`src/rtl/tr_pkg.sv`:
```
// rtl/tr_pkg.sv - shared state encodings and default driver timing for the tracking/step path
package tr_pkg;

    localparam int WIDTH_WORK_DEF = 16;
    localparam int PULSE_W_CYC    = 100;
    localparam int DIR_SETUP_CYC  = 250;
    localparam int MIN_PERIOD_CYC = 500;

    typedef enum logic [1:0] {
        IDLE  = 2'd0,
        SETUP = 2'd1,
        HIGH  = 2'd2,
        LOW   = 2'd3
    } step_state_t;

endpackage

```
`src/rtl/step_timer.sv`:
```
// rtl/step_timer.sv - loadable down-counter; done flags the last cycle of the loaded interval
module step_timer #(
    parameter int WIDTH = 16
) (
    input  logic             clk,
    input  logic             rst,
    input  logic             load,
    input  logic [WIDTH-1:0] load_val,
    output logic             done
);

    logic [WIDTH-1:0] count_q;
    logic [WIDTH-1:0] count_d;

    always_comb begin
        count_d = count_q;
        if (load) begin
            count_d = load_val;
        end else if (count_q != '0) begin
            count_d = count_q - 1'b1;
        end
    end

    always_ff @(posedge clk) begin
        if (!rst) begin
            count_q <= '0;
        end else begin
            count_q <= count_d;
        end
    end

    // A load of N makes done high in the Nth cycle after the load edge.
    assign done = (count_q == WIDTH'(1));

endmodule

```
`src/rtl/step_pulse_gen.sv`:
```
// rtl/step_pulse_gen.sv - STEP/DIR pulse generator with DIR setup, pulse width and period floor
module step_pulse_gen
    import tr_pkg::*;
#(
    parameter int WIDTH_WORK = WIDTH_WORK_DEF,
    parameter int PULSE_W    = PULSE_W_CYC,
    parameter int DIR_SETUP  = DIR_SETUP_CYC,
    parameter int MIN_PERIOD = MIN_PERIOD_CYC
) (
    input  logic                  clk,
    input  logic                  rst,
    input  logic                  enable,
    input  logic                  dir_in,
    input  logic [WIDTH_WORK-1:0] period,
    output logic                  drv_step,
    output logic                  drv_dir,
    output logic                  busy,
    output logic                  step_done,
    output logic [WIDTH_WORK-1:0] position
);

    if (MIN_PERIOD <= PULSE_W) begin : g_bad_timing
        $error("step_pulse_gen: MIN_PERIOD must be greater than PULSE_W");
    end

    localparam logic [WIDTH_WORK-1:0] PULSE_V     = WIDTH_WORK'(PULSE_W);
    localparam logic [WIDTH_WORK-1:0] DIR_SETUP_V = WIDTH_WORK'(DIR_SETUP);
    localparam logic [WIDTH_WORK-1:0] MIN_PER_V   = WIDTH_WORK'(MIN_PERIOD);

    step_state_t           state_q, state_d;
    logic                  drv_step_q, drv_step_d;
    logic                  drv_dir_q, drv_dir_d;
    logic                  busy_q, busy_d;
    logic                  step_done_q, step_done_d;
    logic [WIDTH_WORK-1:0] position_q, position_d;
    logic [WIDTH_WORK-1:0] p_eff_q, p_eff_d;

    logic                  go;
    logic                  start;
    logic [WIDTH_WORK-1:0] p_clamped;
    logic                  tmr_load;
    logic [WIDTH_WORK-1:0] tmr_val;
    logic                  tmr_done;

    assign go        = enable && (period != '0);
    assign p_clamped = (period < MIN_PER_V) ? MIN_PER_V : period;
    // A new step is launched from IDLE or straight off the last LOW cycle.
    assign start     = go && ((state_q == IDLE) || ((state_q == LOW) && tmr_done));

    step_timer #(
        .WIDTH (WIDTH_WORK)
    ) u_timer (
        .clk      (clk),
        .rst      (rst),
        .load     (tmr_load),
        .load_val (tmr_val),
        .done     (tmr_done)
    );

    always_comb begin
        state_d     = state_q;
        drv_step_d  = drv_step_q;
        drv_dir_d   = drv_dir_q;
        busy_d      = busy_q;
        step_done_d = 1'b0;
        position_d  = position_q;
        p_eff_d     = p_eff_q;
        tmr_load    = 1'b0;
        tmr_val     = '0;

        case (state_q)
            IDLE: begin
                busy_d = 1'b0;
            end
            SETUP: begin
                if (tmr_done) begin
                    state_d    = HIGH;
                    drv_step_d = 1'b1;
                    tmr_load   = 1'b1;
                    tmr_val    = PULSE_V;
                end
            end
            HIGH: begin
                if (tmr_done) begin
                    state_d    = LOW;
                    drv_step_d = 1'b0;
                    tmr_load   = 1'b1;
                    tmr_val    = p_eff_q - PULSE_V;
                end
            end
            LOW: begin
                if (tmr_done) begin
                    state_d     = IDLE;
                    busy_d      = 1'b0;
                    step_done_d = 1'b1;
                    position_d  = drv_dir_q ? (position_q + 1'b1) : (position_q - 1'b1);
                end
            end
            default: begin
                state_d = IDLE;
            end
        endcase

        // Launch overrides the IDLE fall-through of the LOW branch; position update stays.
        if (start) begin
            p_eff_d  = p_clamped;
            busy_d   = 1'b1;
            tmr_load = 1'b1;
            if (dir_in != drv_dir_q) begin
                state_d    = SETUP;
                drv_dir_d  = dir_in;
                drv_step_d = 1'b0;
                tmr_val    = DIR_SETUP_V;
            end else begin
                state_d    = HIGH;
                drv_step_d = 1'b1;
                tmr_val    = PULSE_V;
            end
        end
    end

    always_ff @(posedge clk) begin
        if (!rst) begin
            state_q     <= IDLE;
            drv_step_q  <= 1'b0;
            drv_dir_q   <= 1'b0;
            busy_q      <= 1'b0;
            step_done_q <= 1'b0;
            position_q  <= '0;
            p_eff_q     <= '0;
        end else begin
            state_q     <= state_d;
            drv_step_q  <= drv_step_d;
            drv_dir_q   <= drv_dir_d;
            busy_q      <= busy_d;
            step_done_q <= step_done_d;
            position_q  <= position_d;
            p_eff_q     <= p_eff_d;
        end
    end

    assign drv_step  = drv_step_q;
    assign drv_dir   = drv_dir_q;
    assign busy      = busy_q;
    assign step_done = step_done_q;
    assign position  = position_q;

endmodule
```
`config.mk`:
```
export PLATFORM = sky130hd
export DESIGN_NAME = step_pulse_gen
export DESIGN_NICKNAME = d
export VERILOG_FILES = /design/src/rtl/tr_pkg.sv /design/src/rtl/step_timer.sv /design/src/rtl/step_pulse_gen.sv
export SDC_FILE = /design/constraint.sdc
export NUM_CORES = 1
export LEC_CHECK = 0
export ABC_AREA = 1
export ABC_CLOCK_PERIOD_IN_PS = 2800
export CORE_MARGIN = 5
export CORE_UTILIZATION = 50
export CTS_CLUSTER_SIZE = 28
export DETAILED_ROUTE_END_ITERATION = 7
export GPL_TIMING_DRIVEN = 0
export MAX_ROUTING_LAYER = met4
export PLACE_DENSITY = 0.72
export SYNTH_ARGS = -nofsm -noshare
export SYNTH_HDL_FRONTEND = slang
export SYNTH_SLANG_ARGS = --single-unit
```
`constraint.sdc`:
```
create_clock -name clk -period 2.8 [get_ports clk]
set_input_delay 0.28 -clock clk [delete_from_list [all_inputs] [get_ports clk]]
set_output_delay 0.28 -clock clk [all_outputs]
set_load 0.02 [all_outputs]
```
# Yosys cells after proc, flatten, opt, wreduce, memory -nomap -nowiden
# Index checks and enable logic that the tools add are counted.
[word_totals]
elab_cells = 64
out_inout_bits = 20
in_bits = 20
reg_bits = 54
[classes]
n_reduce_logical = 18
n_mux = 25
n_addsub = 4
n_eq_ne = 8
magnitude_cmp = 1
[op_table]
columns = ["op", "count"]
rows = [
  ["$mux 16", 6],
  ["$pmux 16 s2", 1],
  ["$reduce_bool 16->1", 2],
  ["$sub 16x1->16 const B", 2],
  ["$add 16x1->16 const B", 1],
  ["$eq 16x1->1 const B", 1],
  ["$lt 16x9->1 const B", 1],
  ["$sub 16x7->16 const B", 1],
  ["$mux 2", 5],
  ["$ne 3x3->1 const B", 3],
  ["$mux 1", 8],
  ["$mux 8", 1],
  ["$reduce_and 2->1", 4],
  ["$mux 7", 1],
  ["$pmux 2 s3", 1],
  ["$reduce_bool 3->1", 2],
  ["$eq 2x2->1 const B", 2],
  ["$pmux 1 s2", 2],
  ["$reduce_and 4->1", 1],
  ["$reduce_bool 4->1", 1],
  ["$logic_and 1x1->1", 3],
  ["$reduce_and 3->1", 1],
  ["$eq 2x1->1 const B", 1],
  ["$logic_not 2->1", 1],
  ["other kinds (4)", 4],
]

# Longest topological paths before layout
[depth]
ltp_word = 6
mapped_depth = 13
mapped_depth_nobuf = 12

# Modules after synthesis
# Synthesis repeated with hierarchy kept, for this count alone.
[hier_totals]
cells_unflattened = 599
area_unflattened_um2 = 3853.7
[by_module_without_submodules]
columns = ["mod", "n_inst", "cells_each", "area_each_um2", "seq_area_each_um2"]
rows = [
  ["step_pulse_gen", 1, 421, 2715.1, 760.7],
  ["step_timer", 1, 178, 1138.6, 320.3],
]

# Least setup slack after synthesis
# OpenSTA, ideal clock, no wires.
[synth_path]
kind = "register -> register"
startpoint = "register drv_dir_q, in the netlist drv_dir"
endpoint = "register position_q[14], in the netlist position[14]"
setup_slack_ps = 651
path_buffers = 0
setup_ps = 109
synth_period_minus_slack_ps = 2149
path_stages_with_launch = 12
arrival_time_ps = 2040
cell_sequence = "dfxtp_1 inv_1 fa_1 nand3_1 nand2_1 a21oi_1 nand3b_1 nand2_1 nand2_1 nand3_1 nand2_1 inv_1"
[synth_via]
elab_chain_cells = 1
[synth_rtl]
columns = ["item", "line_no", "text"]
rows = [
  ["start: declaration", "step_pulse_gen.sv:32", "logic drv_dir_q, drv_dir_d;"],
  ["start signal: assignment", "step_pulse_gen.sv:134", "drv_dir_q <= drv_dir_d;"],
  ["$mux 16", "step_pulse_gen.sv:96", "position_d = drv_dir_q ? (position_q + 1'b1) : (position_q - 1'b1);"],
  ["end signal: assignment", "step_pulse_gen.sv:137", "position_q <= position_d;"],
  ["end: declaration", "step_pulse_gen.sv:35", "logic [WIDTH_WORK-1:0] position_q, position_d;"],
]
# Every way passes these cells.
# A chain may end at the register's enable or synchronous reset.

# Worst setup path in the final report
# Same ends and word-level chain as after synthesis.

==> results.cfg <==
[outcome]
status = finished clean

[global_routing]
grt_start_max_net_pins = 19
grtUsageMet1_pct = 26.2
grt_pass1_vias = 3919
grt_usage_pct = 22.8
antenna_found_initial = 0
grt_pass1_wl_um = 17900
gr-total-overflow = 0
grtUsageMet2_pct = 40.9
use_met3_pct = 3.18
grt-busiest-layer = met2

[clock_network]
clock_path_buffers = 2
cts_resized = 0
h-tree-depth = 2
numCtsBuffers = 5
ctsHoldBuffers = 0
cts_tree = done
clk_latency_ps = 330
root_buffer = clkbuf_8
cts_setup_buffers = 0
clock-sinks = 54
clk_pin_slew_worst_paths_ps = 110

[final_layout]
layout-drive-gt1-share_pct = 8.28
n_antenna_cell = 0
area_growth_pct = 15.5
final_common_cell = nand2_1
nets = 682
layout_common_cells = 122 x nand2_1, 76 x nor2_1, 67 x inv_1
utilization_pct = 59.2
postLayoutCellArea_um2 = 4550

[worst_setup_path]
cp-start-kind = flop
critPathKind = reg2reg
cp_slowest_stage_delay_ps = 460
path_common_cell = nand2_1
cp.required_ps = 3030
timing.critical_path.arrival_ps = 2620
crit_fanout = 16
crit_path_end_kind = flop
reg2reg_slack_ps = 410
worstPathCellList = inv_1, ha_1, a21oi_1, nand2_1, a21oi_1, nand3b_1, nand2_1, nand2_1, nand3_1, nand2_1, inv_1
crit_slowest_cell = inv_1

[floorplanning]
start_util_pct = 51.2
rows = 32
die-width_um = 98.7
io_pins = 40
core_um2 = 7690
dieHeight_um = 98.7
die_area_um2 = 9750

[yosys]
yosys_most_used_dff = dfxtp_1
synth_edf_count = 0
synth_nets = 636
synthArstFlopShare_pct = 0
synth-warning-count = 0
yosysSeqAreaShare_pct = 27.5
syn_inst = 593
avgSynthCellArea_um2 = 6.64
synth.distinct_cells = 41
synth_area_um2 = 3940
synth-seq-cells = 54

[power]
comb_power_share_pct = 59.7
p_sw_share_pct = 49.5
seqPwrFrac_pct = 28.3
leakage_nw = 2.09
powerDensity_nw_per_um2 = 871
finalPower_w = 0.00396
clkPwrFrac_pct = 12.0
ir_drop_mv = 0.352
p_int_w = 0.00200
switchingPower_w = 0.00196

[place]
gp_congestion = 0.895
io_buffers = 39
place_area_um2 = 4450
dpl.hpwl_um = 8270

[sta]
worst_pin_slew_ps = 621
slew_violations = 0
timing.fmax_ghz = 0.418
min_period_ps = 2390
setup_viol = 0
rsz0062_at_grt = false
max-slew-margin-rel_pct = 58.6
setup_tns_ps = 0
fin_skew_ps = 12.8
finalCritPeriodShare_pct = 85.5
hold_viol_final = 0

[routing]
wirelength_um = 10600
ant_nets = 0
routed-via-count = 4024
first_pass_iters = 5
vias_per_cell = 5.42
drc = 0
wl_per_cell_um = 14.2
drt_iter0_drc = 176

[flow_run]
cap_violations = 0

[min_path]
hold_class = reg2reg
-- worst max-delay path, delay by kind of cell (launching register included) --
family                   cells  cell delay [ps]
AO/OA/AOI/OAI                2              480
adder cells (fa/ha/maj)      1              390
buffers and inverters        2              490
flip-flops                   1              380
AND/OR/NAND/NOR              6              540
-- through the flow --
step / hold WS [ps] / cells / worst slack (ps)
6_report: 491 / 742 / 406
5_1_grt: 525 / 742 / 170
4_1_cts: 497 / 742 / 403
3_5_place_dp: 478 / 734 / 437
3_3_place_gp: 472 / 734 / 439
2_1_floorplan: 422 / 593 / 651
-- final timing paths --
check                   from  depth (start not counted)           end
setup / recovery     drv_dir                         11  position[14]
hold reg to reg   p_eff_q[1]                          2    p_eff_q[1]
setup reg to reg     drv_dir                         11  position[14]
hold / removal    p_eff_q[1]                          2    p_eff_q[1]
-- Yosys cell counts (2+ instances only) --
| master | count | area share, % |
|---|---|---|
| nand2_1 | 122 | 12 |
| nor2_1 | 76 | 7.2 |
| inv_1 | 67 | 6.4 |
| nand3_1 | 60 | 7.6 |
| dfxtp_1 | 54 | 27 |
| a21oi_1 | 40 | 5.1 |
| o21ai_0 | 34 | 4.3 |
| ha_1 | 22 | 7.0 |
| xnor2_1 | 11 | 2.4 |
| a21oi_2 | 10 | 2.2 |
| nor3_1 | 10 | 1.3 |
| o21bai_1 | 10 | 1.9 |
| nand4_1 | 8 | 1.3 |
| nand2_2 | 7 | 1.1 |
| a211oi_1 | 6 | 1.1 |
| buf_6 | 6 | 1.7 |
| nand3b_1 | 4 | 0.76 |
| nor2_2 | 4 | 0.64 |
| nor2_4 | 4 | 1.1 |
| xor2_1 | 4 | 0.89 |
| clkbuf_1 | 3 | 0.29 |
| o211ai_1 | 3 | 0.57 |
| o21a_1 | 3 | 0.57 |
| or2_2 | 3 | 0.48 |
| a31oi_1 | 2 | 0.32 |
| buf_2 | 2 | 0.25 |
| nand3_4 | 2 | 0.89 |
| nor4_1 | 2 | 0.32 |
| o21ai_1 | 2 | 0.25 |
-- routing by layer --
| metal | vias up | part of all wire [%] |
|---|---|---|
| li1 | 2042 | - |
| met1 | 1871 | 43 |
| met2 | 93 | 51 |
| met3 | 18 | 4.4 |
| met4 | 0 | 1.8 |
| met5 | - | 0 |
-- kinds of logic after synthesis --
group	share of synthesized area, %
simple gates	35.9
compound gates	16.6
buf+inv	9.25
flops	27.5
fa+ha+maj	7.50
xor+xnor	3.34
-- layout make-up --
class / count / area, um2
repair buffers: 39 / 390
flip-flops and latches: 54 / 1080
multi-input cells: 456 / 2490
clock buffers: 5 / 68.8
fillers: 774 / 3140
clock inverters: 3 / 25.0
well taps: 102 / 128
plain buffers: 13 / 100
inverters: 70 / 264
-- power groups by stage --
stage | Combinational [W] | Clock [W] | Sequential [W]
5_1_grt | 0.00266 | 0.000514 | 0.00115
4_1_cts | 0.00237 | 0.000480 | 0.00112
6_report | 0.00237 | 0.000475 | 0.00112
3_5_place_dp | 0.00235 | 0 | 0.00114
3_3_place_gp | 0.00229 | 0 | 0.00113
2_1_floorplan | 0.00186 | 0 | 0.00111
-- state kept, by name, summed over array words and instances (netlist names) --
signal / count
drv_dir: 1
busy: 1
u_timer.count_q: 16
drv_step: 1
position: 16
step_done: 1
p_eff_q: 16
state_q: 2
Note: power is estimated with default switching activity, not from simulation.
